### src/rtl/ex_div_pkg.sv
// ex_div_pkg: state, handshake and EX opcode encodings shared by the EX-stage divider
package ex_div_pkg;
    typedef enum logic [1:0] {DIV_FREE, DIV_BY_ZERO, DIV_ON, DIV_END} div_state_e;
    localparam logic DIV_RESULT_READY = 1'b1;
    localparam logic DIV_RESULT_NOT_READY = 1'b0;
    localparam logic DIV_START = 1'b1;
    localparam logic DIV_STOP = 1'b0;
    localparam logic [7:0] EXE_DIV_OP = 8'b00011010;
    localparam logic [7:0] EXE_DIVU_OP = 8'b00011011;
    localparam logic [2:0] EXE_RES_DIV = 3'b110;
endpackage

### src/rtl/ex_div_if.sv
// ex_div_if: request/result bundle between the EX stage (master) and the divider (slave)
interface ex_div_if #(parameter int WIDTH = 32);
    logic start_i;
    logic signed_i;
    logic annul_i;
    logic [WIDTH-1:0] opdata1_i;
    logic [WIDTH-1:0] opdata2_i;
    logic [2*WIDTH-1:0] result_o;
    logic ready_o;
    logic busy_o;
    modport master(output start_i, signed_i, annul_i, opdata1_i, opdata2_i, input result_o, ready_o, busy_o);
    modport slave(input start_i, signed_i, annul_i, opdata1_i, opdata2_i, output result_o, ready_o, busy_o);
endinterface

### src/rtl/ex_div_step.sv
// ex_div_step: one restoring iteration on the {remainder, quotient} partial register
module ex_div_step #(parameter int WIDTH = 32) (
    input  logic [2*WIDTH:0]  partial_i,
    input  logic [WIDTH-1:0]  divisor_i,
    output logic [2*WIDTH:0]  partial_o
);
    logic [WIDTH+1:0] diff;
    always_comb begin
        diff = partial_i[2*WIDTH:WIDTH-1] - {2'b00, divisor_i};
        partial_o = diff[WIDTH+1] ? {partial_i[2*WIDTH-1:0], 1'b0} : {diff[WIDTH:0], partial_i[WIDTH-2:0], 1'b1};
    end
endmodule

### src/rtl/ex_div.sv
// ex_div: iterative radix-2 restoring divider, signed/unsigned, with annul support
module ex_div
    import ex_div_pkg::*;
#(
    parameter int WIDTH = 32
) (
    input logic clk,
    input logic rst,
    ex_div_if.slave m
);
    localparam int CW = $clog2(WIDTH + 1);
    div_state_e state_q, state_d;
    logic [CW-1:0] cnt_q, cnt_d;
    logic [2*WIDTH:0] part_q, part_d, part_nx;
    logic [WIDTH-1:0] dvs_q, dvs_d, abs1, abs2, quo, rem;
    logic negq_q, negq_d, negr_q, negr_d;
    logic [2*WIDTH-1:0] result_q, result_d;
    logic ready_q, ready_d;
    logic go;

    ex_div_step #(.WIDTH(WIDTH)) u_step (
        .partial_i(part_q),
        .divisor_i(dvs_q),
        .partial_o(part_nx)
    );

    assign go = m.start_i & ~m.annul_i;
    assign abs1 = (m.signed_i & m.opdata1_i[WIDTH-1]) ? -m.opdata1_i : m.opdata1_i;
    assign abs2 = (m.signed_i & m.opdata2_i[WIDTH-1]) ? -m.opdata2_i : m.opdata2_i;
    // Sign fix on the magnitude result; MIN/-1 wraps naturally to MIN rem 0
    assign quo = negq_q ? -part_q[WIDTH-1:0] : part_q[WIDTH-1:0];
    assign rem = negr_q ? -part_q[2*WIDTH-1:WIDTH] : part_q[2*WIDTH-1:WIDTH];
    assign m.busy_o = (state_q == DIV_FREE && go) || state_q == DIV_ON || state_q == DIV_BY_ZERO;
    assign m.result_o = result_q;
    assign m.ready_o = ready_q;

    always_comb begin
        state_d = state_q;
        cnt_d = cnt_q;
        part_d = part_q;
        dvs_d = dvs_q;
        negq_d = negq_q;
        negr_d = negr_q;
        result_d = result_q;
        ready_d = ready_q;
        case (state_q)
            DIV_FREE: begin
                result_d = '0;
                ready_d = DIV_RESULT_NOT_READY;
                if (go) begin
                    state_d = (m.opdata2_i == '0) ? DIV_BY_ZERO : DIV_ON;
                    cnt_d = '0;
                    part_d = {{(WIDTH+1){1'b0}}, abs1};
                    dvs_d = abs2;
                    negq_d = m.signed_i & (m.opdata1_i[WIDTH-1] ^ m.opdata2_i[WIDTH-1]);
                    negr_d = m.signed_i & m.opdata1_i[WIDTH-1];
                end
            end
            DIV_BY_ZERO: begin
                state_d = m.annul_i ? DIV_FREE : DIV_END;
                result_d = '0;
                ready_d = m.annul_i ? DIV_RESULT_NOT_READY : DIV_RESULT_READY;
            end
            DIV_ON: begin
                if (m.annul_i) begin
                    state_d = DIV_FREE;
                    result_d = '0;
                    ready_d = DIV_RESULT_NOT_READY;
                end else if (cnt_q == CW'(WIDTH)) begin
                    state_d = DIV_END;
                    result_d = {rem, quo};
                    ready_d = DIV_RESULT_READY;
                end else begin
                    part_d = part_nx;
                    cnt_d = cnt_q + 1'b1;
                end
            end
            default: begin
                ready_d = DIV_RESULT_READY;
                if (!m.start_i) begin
                    state_d = DIV_FREE;
                    result_d = '0;
                    ready_d = DIV_RESULT_NOT_READY;
                end
            end
        endcase
    end

    always_ff @(posedge clk) begin
        if (rst) begin
            state_q <= DIV_FREE;
            cnt_q <= '0;
            part_q <= '0;
            dvs_q <= '0;
            negq_q <= 1'b0;
            negr_q <= 1'b0;
            result_q <= '0;
            ready_q <= DIV_RESULT_NOT_READY;
        end else begin
            state_q <= state_d;
            cnt_q <= cnt_d;
            part_q <= part_d;
            dvs_q <= dvs_d;
            negq_q <= negq_d;
            negr_q <= negr_d;
            result_q <= result_d;
            ready_q <= ready_d;
        end
    end
endmodule

### src/flat_wrapper.sv
// flat-port wrapper written by rule: the top's interface ports become plain ports
module ex_div_flat import ex_div_pkg::*;
#(
    parameter int WIDTH = 32
)
  (clk, rst, m_start_i, m_signed_i, m_annul_i, m_opdata1_i, m_opdata2_i, m_result_o, m_ready_o, m_busy_o);
  ex_div_if #(.WIDTH(WIDTH)) m_i ();
  input logic clk;
  input logic rst;
  input wire logic [$bits(m_i.start_i)-1:0] m_start_i;
  input wire logic [$bits(m_i.signed_i)-1:0] m_signed_i;
  input wire logic [$bits(m_i.annul_i)-1:0] m_annul_i;
  input wire logic [$bits(m_i.opdata1_i)-1:0] m_opdata1_i;
  input wire logic [$bits(m_i.opdata2_i)-1:0] m_opdata2_i;
  output wire logic [$bits(m_i.result_o)-1:0] m_result_o;
  output wire logic [$bits(m_i.ready_o)-1:0] m_ready_o;
  output wire logic [$bits(m_i.busy_o)-1:0] m_busy_o;
  assign m_i.start_i = m_start_i;
  assign m_i.signed_i = m_signed_i;
  assign m_i.annul_i = m_annul_i;
  assign m_i.opdata1_i = m_opdata1_i;
  assign m_i.opdata2_i = m_opdata2_i;
  assign m_result_o = m_i.result_o;
  assign m_ready_o = m_i.ready_o;
  assign m_busy_o = m_i.busy_o;
  ex_div #(.WIDTH(WIDTH)) u_core (.clk(clk), .rst(rst), .m(m_i));
endmodule
### config.mk
export PLATFORM = sky130hd
export DESIGN_NAME = ex_div_flat
export DESIGN_NICKNAME = d
export VERILOG_FILES = /design/src/rtl/ex_div_pkg.sv /design/src/rtl/ex_div_if.sv /design/src/rtl/ex_div_step.sv /design/src/rtl/ex_div.sv /design/src/flat_wrapper.sv
export SDC_FILE = /design/constraint.sdc
export NUM_CORES = 1
export LEC_CHECK = 0
export ABC_AREA = 1
export BUFFER_PORTS_ARGS = -buffer_cell sky130_fd_sc_hd__buf_2
export CORE_ASPECT_RATIO = 0.9
export CORE_MARGIN = 5
export CORE_UTILIZATION = 50
export DETAILED_ROUTE_END_ITERATION = 16
export PLACE_DENSITY = 0.72
export SYNTH_ARGS = -nofsm -noshare
export SYNTH_HDL_FRONTEND = slang
export SYNTH_HIERARCHICAL = 1
export SYNTH_SLANG_ARGS = --single-unit
### constraint.sdc
create_clock -name clk -period 2.7 [get_ports clk]
set_clock_uncertainty 0.2 [all_clocks]
set_input_delay 0 -clock clk [delete_from_list [all_inputs] [get_ports clk]]
set_output_delay 0 -clock clk [all_outputs]
set_load 0.02 [all_outputs]
==> flow_metrics.env, run 1 <==
export IMPL_rsz0062_at_grt="true"
export IMPL_portBuffers=134
export IMPL_vias=15700
export IMPL_grt_first_pass_wirelength_um=70200
export IMPL_post_synth_top_area_fraction=0.247
export IMPL_first_global_vias=13600
export IMPL_floorplan_io_pins=135
export IMPL_power_frac_comb=0.692
export IMPL_remaining_antenna_violation_count=0
export IMPL_wirelength_um=44900
export IMPL_count_leader_synth="sky130_fd_sc_hd__nand2_1"
export IMPL_yosysWarnings=6
export IMPL_fin_crit_ps=2610
export IMPL_floorplan_die_area_um2=31300
export IMPL_synth_edf_count=0
export IMPL_finalMaxSlewViolations=0
export IMPL_route_detailed_wl_per_inst_um=15.4
export IMPL_ir_drop_uv=608
export IMPL_global_route_usage_met3=0.0462
export IMPL_floorplan_initialDensity=0.502
export IMPL_layout_setup_ws_ps=89.7
export IMPL_worst_setup_path_type="primary input to flop"
export IMPL_end_kind="flop"
export IMPL_post_dp_hpwl_um=33500
export IMPL_cellLeakagePower_nw=8.22
export IMPL_final_period_utilization=0.967
export IMPL_fp_dieH_um=168
export IMPL_grt_antenna_before_repair=0
export IMPL_drcViolationCount=0
export IMPL_synth_flop_type="sky130_fd_sc_hd__dfxtp_1"
export IMPL_drtIter0Drc=1833
export IMPL_dp_worst_setup_slack_ps=23.9
export IMPL_switching_share=0.536
export IMPL_post_syn_area_per_cell_um2=5.96
export IMPL_drt_first_pass_iters=7
export IMPL_power_share_sequential=0.188
export IMPL_gp_congestion=0.949
export IMPL_grt_start_max_net_pins=126
export IMPL_timing_hold_worst_class="primary input to flop"
export IMPL_met2_usage=0.371
export IMPL_hold_viol=0
export IMPL_hold_depth=8
export IMPL_vias_per_inst=5.37
export IMPL_seq_area_frac_synth=0.247
export IMPL_timing_reg2reg_worst_path_depth=17
export IMPL_final_report_setup_violation_count=0
export IMPL_netSwitchingPower_w=0.0110
export IMPL_timing_slew_headroom=0.513
export IMPL_globalRoute_totalOverflow=0
export IMPL_drive_gt1_frac=0.152
export IMPL_synth_nets=2447
export IMPL_cp_data_required_time_ps=2870
export IMPL_track_usage=0.273
export IMPL_asr_flop_ratio_synth=0
export IMPL_outcome="completed"
export IMPL_syn2layout_area_growth_pct=22.3
export IMPL_clock_sink_count=172
export IMPL_post_synth_instance_area_um2=13900
export IMPL_busiest_layer="met1"
export IMPL_power_per_cell_area_nw_per_um2=1200
export IMPL_max_slew_worst_pin_slew_ps=730
export IMPL_whs_ps=38.2
export IMPL_cts_tree="yes"
export IMPL_cts_buffer_depth=2
export IMPL_synth_cells_most_frequent="sky130_fd_sc_hd__nand2_1 (670), sky130_fd_sc_hd__inv_1 (303), sky130_fd_sc_hd__nand3_1 (256)"
export IMPL_synthTopCellsByArea="sky130_fd_sc_hd__dfxtp_1 (25%), sky130_fd_sc_hd__nand2_1 (18%), sky130_fd_sc_hd__nand3_1 (9.2%)"
export IMPL_synth_top_area_cell="sky130_fd_sc_hd__dfxtp_1"
export IMPL_cp_max_fo=4
export IMPL_synthDistinctLibCells=46
export IMPL_cap_viol_max_count=0
export IMPL_final_net_count=2653
export IMPL_h_tree_depth=4
export IMPL_postSynthRegisterBits=172
export IMPL_die_width_um=186
export IMPL_arrival_ps=2780
export IMPL_antenna_cells=0
export IMPL_worst_skew_pair_late_latency_ps=440
export IMPL_p_clk_frac=0.119
export IMPL_cts_buffers_inserted=17
export IMPL_clock_pin_slew_of_the_registers_on_the_worst_case_setup_and_hold_paths_ps=70
export IMPL_cells_after_synthesis=2335
export IMPL_number_of_filler_instances_in_the_final_layout=2687
export IMPL_placeableCoreArea_um2=27700
export IMPL_start_kind="primary input"
export IMPL_achievable_frequency_mhz=383
export IMPL_internal_power_w=0.00951
export IMPL_clockRootBuffer="sky130_fd_sc_hd__clkbuf_16"
export IMPL_gr_util_met1=0.446
export IMPL_placement_rows=58
==> sequential cells by signal, indices dropped and copies added, names as in the netlist <==
| signal | flops |
|---|---|
| u_core/m.ready_o | 1 |
| u_core/m.result_o | 64 |
| u_core/negq_q | 1 |
| u_core/negr_q | 1 |
| u_core/state_q | 2 |
| u_core/part_q | 65 |
| u_core/cnt_q | 6 |
| u_core/dvs_q | 32 |
==> what timing repair did <==
item	4_1_cts	5_1_grt
gates cloned	0	1
buffers inserted	0	6
endpoints found under the setup margin	1	107
gates resized for setup	1	89
endpoints found under the hold margin	82	0
pin swaps	0	5
hold buffers	106	0
==> per-layer routing <==
metal,share of wire,vias to the layer above
met1,0.49,7014
met2,0.40,685
met5,0,-
met4,0.015,0
met3,0.099,67
li1,-,7892
==> metrics by stage <==
stage	TNS [ps]	util	instances	power, W	instance area (um^2)
floorplan	0	-	2335	0.0136	13900
global placement	0	0.538	2772	0.0167	14900
detailed placement	0	0.538	2772	0.0168	14900
CTS	0	0.597	2910	0.0195	16600
global route	-136	0.614	2914	0.0223	17000
finish	0	0.614	2914	0.0205	17000
==> power by group through the flow <==
| stage | combinational [W] | clock (W) | sequential [W] |
|---|---|---|---|
| 6_report | 0.0142 | 0.00245 | 0.00386 |
| 5_1_grt | 0.0158 | 0.00260 | 0.00389 |
| 4_1_cts | 0.0133 | 0.00249 | 0.00373 |
| 3_5_place_dp | 0.0130 | 0 | 0.00379 |
| 3_3_place_gp | 0.0130 | 0 | 0.00377 |
| 2_1_floorplan | 0.00988 | 0 | 0.00368 |
==> cells in the final DEF, fill, tap and decap left out, types with 60 or more instances in the layout <==
cell / synthesis / routed
sky130_fd_sc_hd__o21ai_0: 83 / 82
sky130_fd_sc_hd__dlygate4sd3_1: 0 / 103
sky130_fd_sc_hd__dfxtp_1: 172 / 166
sky130_fd_sc_hd__nand2_1: 670 / 658
sky130_fd_sc_hd__buf_4: 40 / 60
sky130_fd_sc_hd__inv_1: 303 / 301
sky130_fd_sc_hd__a21oi_1: 202 / 193
sky130_fd_sc_hd__nor2_1: 230 / 224
sky130_fd_sc_hd__nand3_1: 256 / 255
sky130_fd_sc_hd__buf_2: 34 / 133
==> cell families after synthesis <==
logic type / after synthesis / synth area share
AO/OA/AOI/OAI: 366 / 0.156
adder cells (fa/ha/maj): 43 / 0.0392
flip-flops: 172 / 0.247
XOR/XNOR: 48 / 0.0302
AND/OR/NAND/NOR: 1273 / 0.391
buffers and inverters: 433 / 0.136
==> worst paths after layout <==
path / from / to / slack (ps)
hold / removal: m_opdata2_i[5] / u_core/dvs_q[7] / 40
hold reg to reg: u_core/m.result_o[38] / u_core/m.result_o[38] / 260
setup / recovery: m_opdata2_i[6] / u_core/dvs_q[20] / 90
setup reg to reg: u_core/part_q[39] / u_core/part_q[48] / 140
==> critical path, stage by stage <==
cell	delay, ps
sky130_fd_sc_hd__dlygate4sd3_1	530
sky130_fd_sc_hd__buf_2	140
sky130_fd_sc_hd__nor2_2	140
sky130_fd_sc_hd__nand2_2	80
sky130_fd_sc_hd__nor2_4	150
sky130_fd_sc_hd__nand3_1	160
sky130_fd_sc_hd__nor2_1	140
sky130_fd_sc_hd__nand2_1	80
sky130_fd_sc_hd__nand2_1	60
sky130_fd_sc_hd__nand2_1	50
sky130_fd_sc_hd__dlygate4sd3_1	560
sky130_fd_sc_hd__a31oi_1	130
sky130_fd_sc_hd__dlygate4sd3_1	570
==> cell type report <==
type | instances | area (um^2) | area share
Multi-Input combinational cell | 1731 | 9020 | 0.530
Timing Repair Buffer | 307 | 2340 | 0.138
Inverter | 312 | 1170 | 0.0689
Clock inverter | 14 | 151 | 0.00889
Clock buffer | 18 | 439 | 0.0258
Tap cell | 360 | 450 | 0.0265
Sequential cell | 172 | 3450 | 0.203
(Power assumes the default switching activity.)
==> run 2: changes to the inputs <==
- ABC_CLOCK_PERIOD_IN_PS: default -> 2900
- clock period: 2.7 -> 2.9 ns (I/O delays scaled with it)
==> flow_metrics.env, run 2 (synthesis gave the netlist of run 1 again) <==
export IMPL_vias_per_inst=5.43
export IMPL_route_detailed_wl_per_inst_um=15.4
export IMPL_drtIter0Drc=1831
export IMPL_outcome="completed"
export IMPL_syn2layout_area_growth_pct=20.0
export IMPL_number_of_filler_instances_in_the_final_layout=2670
export IMPL_layout_area_seq_um2=3450
export IMPL_post_layout_nonfiller_instances=2910
export IMPL_vias=15800
export IMPL_clock_sink_count=172
export IMPL_wirelength_um=44900
export IMPL_worst_skew_pair_late_latency_ps=440
export IMPL_gp_congestion=1.00
export IMPL_die_width_um=186
export IMPL_worstReg2RegStart="u_core/part_q[38]"
export IMPL_timing_hold_worst_class="flop to flop"
export IMPL_startpoint="m_opdata2_i[0]"
export IMPL_floorplan_die_area_um2=31300
export IMPL_cp_data_required_time_ps=3080
export IMPL_placed_cell_area_um2=14800
export IMPL_largest_register="u_core/part_q"
export IMPL_drt_first_pass_iters=6
export IMPL_arrival_ps=2950
export IMPL_dp_cells=2755
export IMPL_track_usage=0.277
export IMPL_timing_slew_headroom=0.383
export IMPL_layout_setup_ws_ps=128
export IMPL_max_slew_worst_pin_slew_ps=926
export IMPL_first_global_vias=13800
export IMPL_cts_buffer_depth=2
export IMPL_final_net_count=2648
export IMPL_fin_area_um2=16700
export IMPL_finalMaxSlewViolations=0
export IMPL_achievable_frequency_mhz=361
export IMPL_cts_buffers_inserted=17
export IMPL_clock_pin_slew_of_the_registers_on_the_worst_case_setup_and_hold_paths_ps=70
export IMPL_floorplan_initialDensity=0.502
export IMPL_globalRoute_totalOverflow=0
export IMPL_hold_viol=0
export IMPL_floorplan_io_pins=135
export IMPL_post_dp_hpwl_um=33300
export IMPL_dp_worst_setup_slack_ps=92.5
export IMPL_fin_crit_ps=2770
export IMPL_largest_register_ffs=65
export IMPL_ir_drop_uv=619
export IMPL_h_tree_depth=4
export IMPL_grt_first_pass_wirelength_um=71300
export IMPL_worst_setup_path_type="primary input to flop"
export IMPL_cts_tree="yes"
export IMPL_end_kind="flop"
export IMPL_drive_gt1_frac=0.134
export IMPL_portBuffers=134
export IMPL_final_period_utilization=0.956
export IMPL_start_kind="primary input"
export IMPL_placeableCoreArea_um2=27700
export IMPL_mostFrequentLayoutCell="sky130_fd_sc_hd__nand2_1"
export IMPL_final_report_setup_violation_count=0
export IMPL_layout_common_cells="sky130_fd_sc_hd__nand2_1 (664), sky130_fd_sc_hd__inv_1 (301), sky130_fd_sc_hd__nand3_1 (255)"
export IMPL_cap_viol_max_count=0
export IMPL_multi_input_comb_area_um2=8760
export IMPL_hold_path_startpoint="u_core/m.result_o[48]"
export IMPL_power_per_cell_area_nw_per_um2=1110
export IMPL_clockRootBuffer="sky130_fd_sc_hd__clkbuf_16"
export IMPL_remaining_antenna_violation_count=0
export IMPL_grt_start_max_net_pins=75
export IMPL_drcViolationCount=0
export IMPL_cp_max_fo=4
export IMPL_grt_antenna_before_repair=2
export IMPL_fp_dieH_um=168
export IMPL_placement_rows=58
export IMPL_cellLeakagePower_nw=8.14
-- run 2: report_power, final --
| part | internal [W] | total [W] | switching, W | leakage (nW) |
|---|---|---|---|---|
| clock network | 0.00114 | 0.00224 | 0.00109 | 0.275 |
| registers | 0.00288 | 0.00360 | 0.000719 | 1.40 |
| logic | 0.00440 | 0.0126 | 0.00823 | 6.46 |
| total | 0.00842 | 0.0185 | 0.0100 | 8.14 |
-- run 2: metal layers --
layer / GRT usage / wire length, um / vias up
met5: 0 / 20 / -
met3: 0.0605 / 4660 / 78
met1: 0.436 / 21400 / 7148
li1: - / - / 7887
met4: 0.0703 / 889 / 2
met2: 0.377 / 17900 / 690
-- run 2: area by class of cell --
type,instances,area share
multi-input cells,1731,0.524
flip-flops and latches,172,0.207
repair buffers,302,0.137
inverters,312,0.0703
well taps,360,0.0270
clock buffers,17,0.0255
clock inverters,15,0.00921
diodes,1,0.000150
-- run 2: worst paths after layout --
path | slack [ps] | cells after the start | end
max | 130 | 14 | u_core/dvs_q[20]
min | 260 | 2 | u_core/m.result_o[48]
max reg2reg | 190 | 17 | u_core/part_q[38]
min reg2reg | 260 | 2 | u_core/m.result_o[48]
-- run 2: repair_timing --
item / CTS / global route
setup buffers: 0 / 11
endpoints found under the hold margin: 70 / 0
endpoints found under the setup margin: 0 / 70
gates resized for setup: 0 / 43
hold buffers: 110 / 0
-- run 2: worst max-delay path, cell delays in order --
cell and delay, ps:
sky130_fd_sc_hd__dlygate4sd3_1 560, sky130_fd_sc_hd__buf_2 140, sky130_fd_sc_hd__inv_2 70, sky130_fd_sc_hd__ha_2 190, sky130_fd_sc_hd__nand2_1 110, sky130_fd_sc_hd__nor2_4 160, sky130_fd_sc_hd__nand3_2 120, sky130_fd_sc_hd__nor2_1 150
sky130_fd_sc_hd__nand2_1 90, sky130_fd_sc_hd__nand2_1 80, sky130_fd_sc_hd__nand2_1 50, sky130_fd_sc_hd__dlygate4sd3_1 550, sky130_fd_sc_hd__a31oi_1 130, sky130_fd_sc_hd__dlygate4sd3_1 560
-- run 2: stage by stage --
| step | setup TNS (ps) | utilization | hold slack (ps) | total power [W] |
|---|---|---|---|---|
| after global routing | -26.5 | 0.603 | 280 | 0.0201 |
| after detailed placement | 0 | 0.532 | 97.2 | 0.0154 |
| after global placement | 0 | 0.532 | 85.0 | 0.0152 |
| after CTS | 0 | 0.593 | 234 | 0.0179 |
| after floorplan | 0 | - | -49.7 | 0.0126 |
| final | 0 | 0.603 | 262 | 0.0185 |
